$ cat config.mk
export PLATFORM = sky130hd
export DESIGN_NAME = uart_ctrl
export DESIGN_NICKNAME = d
export VERILOG_FILES = /design/src/rtl/uart_ctrl.sv
export SDC_FILE = /design/constraint.sdc
export NUM_CORES = 1
export LEC_CHECK = 0
export ABC_AREA = 1
export CORE_MARGIN = 4
export CORE_UTILIZATION = 55
export DETAILED_ROUTE_END_ITERATION = 7
export PLACE_DENSITY = 0.75
export SYNTH_ARGS = -nofsm -noshare
export SYNTH_HDL_FRONTEND = slang
export SYNTH_SLANG_ARGS = --single-unit
$ cat constraint.sdc
create_clock -name clk -period 8 [get_ports clk]
set_clock_uncertainty 0.1 [all_clocks]
set_input_delay 2 -clock clk [delete_from_list [all_inputs] [get_ports clk]]
set_output_delay 2 -clock clk [all_outputs]
set_load 0.02 [all_outputs]
$ cat src/rtl/uart_ctrl.sv
// uart_ctrl: register-bus controller sequencing a buart core through TX and RX FIFOs
// Ports: clk, reset (sync, active-high); bus_sel/bus_we/bus_addr/bus_wdata in, bus_rdata/bus_rvalid out
// (one-cycle read latency); uart_wr/uart_tx_data out with uart_busy in (launch handshake);
// uart_rd out with uart_rx_data/uart_valid in (receive handshake); irq level interrupt out.
module uart_ctrl #(
  parameter int TX_DEPTH = 16,
  parameter int RX_DEPTH = 16
) (
  input  logic        clk,
  input  logic        reset,
  input  logic        bus_sel,
  input  logic        bus_we,
  input  logic [1:0]  bus_addr,
  input  logic [31:0] bus_wdata,
  output logic [31:0] bus_rdata,
  output logic        bus_rvalid,
  output logic        uart_wr,
  output logic [7:0]  uart_tx_data,
  input  logic        uart_busy,
  output logic        uart_rd,
  input  logic [7:0]  uart_rx_data,
  input  logic        uart_valid,
  output logic        irq
);
  localparam int TAW = $clog2(TX_DEPTH);
  localparam int RAW = $clog2(RX_DEPTH);
  localparam logic [TAW:0] TX_N = (TAW+1)'(TX_DEPTH);
  localparam logic [RAW:0] RX_N = (RAW+1)'(RX_DEPTH);
  typedef enum logic [1:0] {IDLE, ISSUE, ARM, WAIT} state_t;
  state_t r_state, w_next;
  logic [7:0] r_tx_mem [TX_DEPTH];
  logic [7:0] r_rx_mem [RX_DEPTH];
  logic [TAW-1:0] r_tx_wp, r_tx_rp;
  logic [RAW-1:0] r_rx_wp, r_rx_rp;
  logic [TAW:0] r_tx_cnt;
  logic [RAW:0] r_rx_cnt;
  logic [7:0] r_hold;
  logic [1:0] r_ctrl;
  logic r_ovr, r_drop, r_irq, r_rvalid;
  logic [31:0] r_rdata, w_status, w_rdata;
  logic w_wr, w_rd, w_tx_full, w_tx_idle, w_tx_push, w_tx_pop, w_drop_set;
  logic w_rx_full, w_rx_avail, w_rx_push, w_rx_pop, w_ovr_set, w_ovr_clr, w_drop_clr;
  assign w_wr = bus_sel & bus_we;
  assign w_rd = bus_sel & ~bus_we;
  assign w_tx_full = r_tx_cnt == TX_N;
  assign w_tx_idle = (r_tx_cnt == '0) && (r_state == IDLE);
  assign w_tx_push = w_wr && bus_addr == 2'd0 && !w_tx_full;
  assign w_drop_set = w_wr && bus_addr == 2'd0 && w_tx_full;
  assign w_tx_pop = (r_state == IDLE) && (r_tx_cnt != '0);
  assign w_rx_full = r_rx_cnt == RX_N;
  assign w_rx_avail = r_rx_cnt != '0;
  assign w_rx_pop = w_rd && bus_addr == 2'd0 && w_rx_avail;
  assign uart_rd = uart_valid & ~reset;
  // a bus pop in the same cycle frees the slot, so a full FIFO still accepts
  assign w_rx_push = uart_rd && (!w_rx_full || w_rx_pop);
  assign w_ovr_set = uart_rd && w_rx_full && !w_rx_pop;
  assign w_ovr_clr = w_wr && bus_addr == 2'd1 && bus_wdata[3];
  assign w_drop_clr = w_wr && bus_addr == 2'd1 && bus_wdata[4];
  assign uart_wr = (r_state == ISSUE) & ~reset;
  assign uart_tx_data = reset ? 8'd0 : r_hold;
  assign bus_rvalid = r_rvalid & ~reset;
  assign bus_rdata = reset ? 32'd0 : r_rdata;
  assign irq = r_irq & ~reset;
  assign w_status = {8'd0, 8'(r_tx_cnt), 8'(r_rx_cnt), 3'd0, r_drop, r_ovr, w_rx_avail, w_tx_idle, w_tx_full};
  assign w_rdata = (bus_addr == 2'd0) ? {24'd0, w_rx_avail ? r_rx_mem[r_rx_rp] : 8'd0} :
                   (bus_addr == 2'd1) ? w_status :
                   (bus_addr == 2'd2) ? {30'd0, r_ctrl} : 32'd0;
  always_comb begin
    w_next = r_state;
    case (r_state)
      IDLE:    w_next = w_tx_pop ? ISSUE : IDLE;
      ISSUE:   w_next = ARM;
      ARM:     w_next = WAIT;
      default: w_next = uart_busy ? WAIT : IDLE;
    endcase
  end
  always_ff @(posedge clk) begin
    if (reset) begin
      r_state <= IDLE;
      r_hold <= 8'd0;
    end else begin
      r_state <= w_next;
      if (w_tx_pop) r_hold <= r_tx_mem[r_tx_rp];
    end
  end
  always_ff @(posedge clk) begin
    if (reset) begin
      r_tx_wp <= '0;
      r_tx_rp <= '0;
      r_tx_cnt <= '0;
    end else begin
      if (w_tx_push) begin
        r_tx_mem[r_tx_wp] <= bus_wdata[7:0];
        r_tx_wp <= r_tx_wp + 1'b1;
      end
      if (w_tx_pop) r_tx_rp <= r_tx_rp + 1'b1;
      r_tx_cnt <= r_tx_cnt + (TAW+1)'(w_tx_push) - (TAW+1)'(w_tx_pop);
    end
  end
  always_ff @(posedge clk) begin
    if (reset) begin
      r_rx_wp <= '0;
      r_rx_rp <= '0;
      r_rx_cnt <= '0;
    end else begin
      if (w_rx_push) begin
        r_rx_mem[r_rx_wp] <= uart_rx_data;
        r_rx_wp <= r_rx_wp + 1'b1;
      end
      if (w_rx_pop) r_rx_rp <= r_rx_rp + 1'b1;
      r_rx_cnt <= r_rx_cnt + (RAW+1)'(w_rx_push) - (RAW+1)'(w_rx_pop);
    end
  end
  always_ff @(posedge clk) begin
    if (reset) begin
      r_ctrl <= 2'd0;
      r_ovr <= 1'b0;
      r_drop <= 1'b0;
      r_irq <= 1'b0;
      r_rvalid <= 1'b0;
      r_rdata <= 32'd0;
    end else begin
      if (w_wr && bus_addr == 2'd2) r_ctrl <= bus_wdata[1:0];
      r_ovr <= w_ovr_set | (r_ovr & ~w_ovr_clr);
      r_drop <= w_drop_set | (r_drop & ~w_drop_clr);
      r_irq <= (r_ctrl[0] & w_rx_avail) | (r_ctrl[1] & w_tx_idle) | r_ovr;
      r_rvalid <= w_rd;
      r_rdata <= w_rd ? w_rdata : 32'd0;
    end
  end
endmodule

## Word-level counts from Yosys, hierarchy flattened

Memories as Yosys holds them, arrays and structs flattened. A register that Yosys moved wholly into a read port is not among the register bits.
Index checks and enable logic that the tools add are counted.

| cells by class | value |
|---|---|
| add/sub/neg operators | 8 |
| $mul | 0 |
| div/mod/pow operators | 0 |
| $lt $le $gt $ge | 0 |
| eq/ne operators | 6 |
| shifts and indexed selects | 0 |
| muxes and demuxes | 17 |
| bitwise gates (word level) | 19 |
| reduce and logical (&&, ||, !) cells | 26 |

Operator list:

| kind | number |
|---|---|
| two-way mux 32 bit | 1 |
| two-way mux 8 bit | 3 |
| two-way mux 21 bit | 1 |
| adder 4 x 1 -> 4 bit, second input constant | 4 |
| logical AND 1 bit | 14 |
| adder 5 x 1 -> 5 bit | 2 |
| bitwise AND 1 bit | 10 |
| equality test 5 bit, second input constant | 2 |
| nonzero test 5 bit | 2 |
| subtractor 5 x 1 -> 5 bit | 2 |
| two-way mux 4 bit | 2 |
| two-way mux 1 bit | 7 |
| one-hot mux 2 bit (3 select lines) | 1 |
| zero test 5 bit | 1 |
| inverter 1 bit | 5 |
| equality test 2 x 1 -> 1 bit, second input constant | 2 |
| equality test 2 bit, second input constant | 2 |
| zero test 2 bit | 2 |
| two-way mux 2 bit | 2 |
| OR 1 bit | 4 |
| OR reduction 4 bit | 1 |
| zero test 1 bit | 3 |
| OR reduction 3 bit | 1 |
| OR reduction 2 bit | 1 |
| logical OR 1 bit | 1 |

| storage, ports and cells | value |
|---|---|
| bits in registers | 66 |
| bits in latches | 0 |
| bits in writable memories | 256 |
| bits in read-only memories | 0 |
| output and inout bits | 44 |
| word-level logic and storage cells | 93 |
| memories | 2 |

Memories:

| memory | words | bits a word | read ports | clocked after memory_dff | write ports | RTL line | source |
|---|---|---|---|---|---|---|---|
| r_rx_mem | 16 | 8 | 1 | 1 | 1 | 32 | `logic [7:0] r_rx_mem [RX_DEPTH];` |
| r_tx_mem | 16 | 8 | 1 | 1 | 1 | 31 | `logic [7:0] r_tx_mem [TX_DEPTH];` |

## Longest topological paths before layout

| depth | value |
|---|---|
| depth after elaboration | 9 |
| depth in mapped cells | 15 |

## Worst setup path before layout

No wires, ideal clock.

| timing | value |
|---|---|
| path kind | input to output |
| from | input reset |
| to | output bus_rdata[0] |
| arrival | 2,663 ps |
| data required time | 5,900 ps |
| setup slack | 3,237 ps |
| stages on the path | 3 |
| cell sequence | clkbuf_1 -> buf_2 -> nor2_1 |

| on the way | value |
|---|---|
| word-level cells in the longest chain between the ends | 1 |

Ends and longest elaborated chain:

| item | RTL line | source |
|---|---|---|
| start: declaration | 10 | `input logic reset,` |
| two-way mux 32 bit | 62 | `assign bus_rdata = reset ? 32'd0 : r_rdata;` |
| end: declaration | 15 | `output logic [31:0] bus_rdata,` |

No other way between the ends.

## Worst setup path in the final report

| timing | value |
|---|---|
| from | input uart_valid |
| to | output uart_rd |

| on the way | value |
|---|---|
| word-level cells in the longest chain between the ends | 1 |

Ends and longest elaborated chain:

| item | RTL line | source |
|---|---|---|
| start: declaration | 22 | `input logic uart_valid,` |
| bitwise AND 1 bit | 53 | `assign uart_rd = uart_valid & ~reset;` |
| end: declaration | 20 | `output logic uart_rd,` |

No other way between the ends.

==> flow_summary_export.csv <==
group,metric,value,unit
clock_tree,numCtsBuffers,31,
logic_synthesis,synth-edff-count,256,
clock_tree,post_cts_buffers,0,
critical_path,crit_slowest_cell,"clkdlybuf4s50_1",
clock_tree,clkTransAtPathRegs,0.06,ns
clock_tree,cts-root-buf,"clkbuf_16",
hold_path,hold_path_class,"reg2reg",
placed_design,dpl_worst_slack,2.37,ns
logic_synthesis,synth_flop_cell,"edfxtp_1",
floorplanning,fp-row-count,57,
routing,drc,0,
logic_synthesis,ys_ff_latch,320,
clock_tree,insertion_delay,0.57,ns
cells_and_area,final_common_cell,"nand2_1",
floorplanning,core,24500,um^2
logic_synthesis,ys_async_sr_fraction,0,%
critical_path,worstPathRequired,5.90,ns
sta,slew_violations,0,
clock_tree,cts_tree,"yes",
logic_synthesis,yosysWarnings,0,
clock_tree,cts_num_sinks,320,
sta,max_freq,178,MHz
cells_and_area,drive_gt1_share,4.84,%
sta,grt_setup_unrepaired,"no",
critical_path,critPathMaxStageDelay,0.69,ns
critical_path,cp-end-kind,"output pin",
floorplanning,start_util,56.5,%
grt,antenna_found_initial,0,
routing,antenna_left,0,
critical_path,critPathTopFamily,"buffers and inverters",
grt,grt_pass1_vias,8816,
logic_synthesis,syn_inst,1408,
critical_path,cp.arrival,3.53,ns
grt,grt_pass1_wl,46.1,mm
critical_path,cp_common_cell,"clkdlybuf4s50_1",
cells_and_area,fillers,1907,
placed_design,gp_congestion,0.810,
logic_synthesis,synth_seq_area_share,64.7,%
critical_path,cp_max_fo,5,
sta,period_needed,5.63,ns
cells_and_area,n_antenna_cell,0,
cells_and_area,final_nets,1515,
grt,grt_max_degree,71,
routing,wl_per_cell,16.3,um
grt,grt_use_total,20.6,%
power_and_ir_drop,power_leakage,0.00624,uW
critical_path,critical_path_buf_inv_count,3,
cells_and_area,final_util,63.2,%
routing,viasPerCell,5.28,
floorplanning,die_h,167,um
power_and_ir_drop,peakVddDrop,0.220,mV
placed_design,port_buffers,53,
critical_path,crit_type,"in2out",
run,drv_cap,0,
routing,drt-pass1-iter-count,5,
cells_and_area,layout_common_cells,"390 x nand2_1, 256 x edfxtp_1, 173 x inv_1",
sta,holdWs,0.357,ns
power_and_ir_drop,p_total,4260,uW
clock_tree,cts_resized,0,
sta,hold_viol,0,
routing,dr_total_vias,9453,
sta,fin_crit_sh,70.4,%
routing,wl,29.2,mm
placed_design,dp_hpwl,17.7,mm
critical_path,crit_chain,"clkdlybuf4s50_1 -> inv_1 -> nor2_1 -> clkdlybuf4s50_1",
logic_synthesis,ys_types,32,
clock_tree,cts_htree_levels,1,
floorplanning,ios,92,
critical_path,worstSetupStartpointType,"primary input",
sta,layout_setup_ws,2.37,ns
status,status,"complete, no violations",
floorplanning,die_area,27800,um^2
clock_tree,cts_hold_buf,0,
sta,worst_slew_pin_slew,1.17,ns
sta,maxSlewHeadroom,22.0,%
cells_and_area,area_delta_synth_final,11.9,%
sta,finalSetupTns,0,ns
sta,setup_viol,0,
floorplanning,die_x,167,um
logic_synthesis,synth_area,13900,um^2
clock_tree,clock_tree.buffer_depth,3,
power_and_ir_drop,powerDensity,275,nW/um^2
logic_synthesis,syn_area_per_cell,9.84,um^2
grt,grt-ovfl-total,0,
routing,drtIter0Drc,1229,
-- final timing paths --
check / startpoint / endpoint / slack [ns] / cells past startpoint
max: uart_valid / uart_rd / 2.37 / 4
min reg2reg: r_drop / r_rdata[4] / 0.36 / 2
max reg2reg: r_tx_cnt[2] / r_tx_cnt[4] / 4.80 / 13
min: r_drop / r_rdata[4] / 0.36 / 2
-- flip-flops by register name, summed over array words and instances (netlist names), 4 cells and up, named ones only --
signal and count:
r_rx_cnt 5, r_rdata 18, r_hold 8, r_tx_wp 4
r_rx_wp 4, r_tx_cnt 5, r_tx_rp 4, r_rx_mem 128
r_tx_mem 128, r_rx_rp 4
-- cell families after synthesis --
kind of cell | share of synthesized area [%]
AO/OA/AOI/OAI | 3.25
XOR/XNOR | 0.632
AND/OR/NAND/NOR | 20.8
buffers and inverters | 8.13
other | 0.0271
adder cells (fa/ha/maj) | 2.46
flip-flops | 64.7
-- through the flow --
stage	cell area [um^2]	std cells
floorplan	13900	1421
global placement	14500	1732
detailed placement	14500	1732
CTS	15500	1790
global route	15500	1790
finish	15500	1790
-- area by class of cell --
class | instances | area (um^2) | area share (%)
Multi-Input combinational cell | 843 | 3810 | 24.6
Tap cell | 324 | 405 | 2.61
Clock buffer | 43 | 863 | 5.57
Timing Repair Buffer | 60 | 578 | 3.73
Sequential cell | 320 | 8970 | 57.9
Clock inverter | 15 | 178 | 1.15
Inverter | 185 | 699 | 4.51
-- worst reg2reg max path: cells and delay by family (launching register included) --
kind	cells	cell delay (ns)
simple gates	2	0.48
fa+ha+maj	4	1.11
compound gates	3	0.55
buf+inv	4	0.56
flops	1	0.32
-- synth_stat cells, types with 5 or more instances --
master | number | area, um^2
nand2_1 | 390 | 1460
edfxtp_1 | 256 | 7690
inv_1 | 173 | 649
nand3_1 | 154 | 771
nor2_1 | 151 | 567
dfxtp_1 | 64 | 1280
o21ai_0 | 36 | 180
buf_2 | 35 | 175
a21oi_1 | 34 | 170
ha_1 | 24 | 300
buf_4 | 19 | 143
clkbuf_1 | 11 | 41.3
xor2_1 | 9 | 78.8
inv_2 | 8 | 30.0
buf_6 | 5 | 56.3
nand4_1 | 5 | 31.3
o211ai_1 | 5 | 37.5
o21ai_1 | 5 | 25.0
-- routing by layer --
metal	up-vias	wire length, um	track usage, %
li1	4608	-	-
met1	4418	12800	30.7
met2	380	13600	32.7
met3	47	2280	2.68
met4	0	476	5.05
met5	-	0	0
-- power breakdown --
group	total (uW)	internal [uW]	switching (uW)
sequential	1890	1860	33.9
combinational	888	271	617
clock	1480	879	601
total	4260	3010	1250
Power figures use the tool's default switching activity.
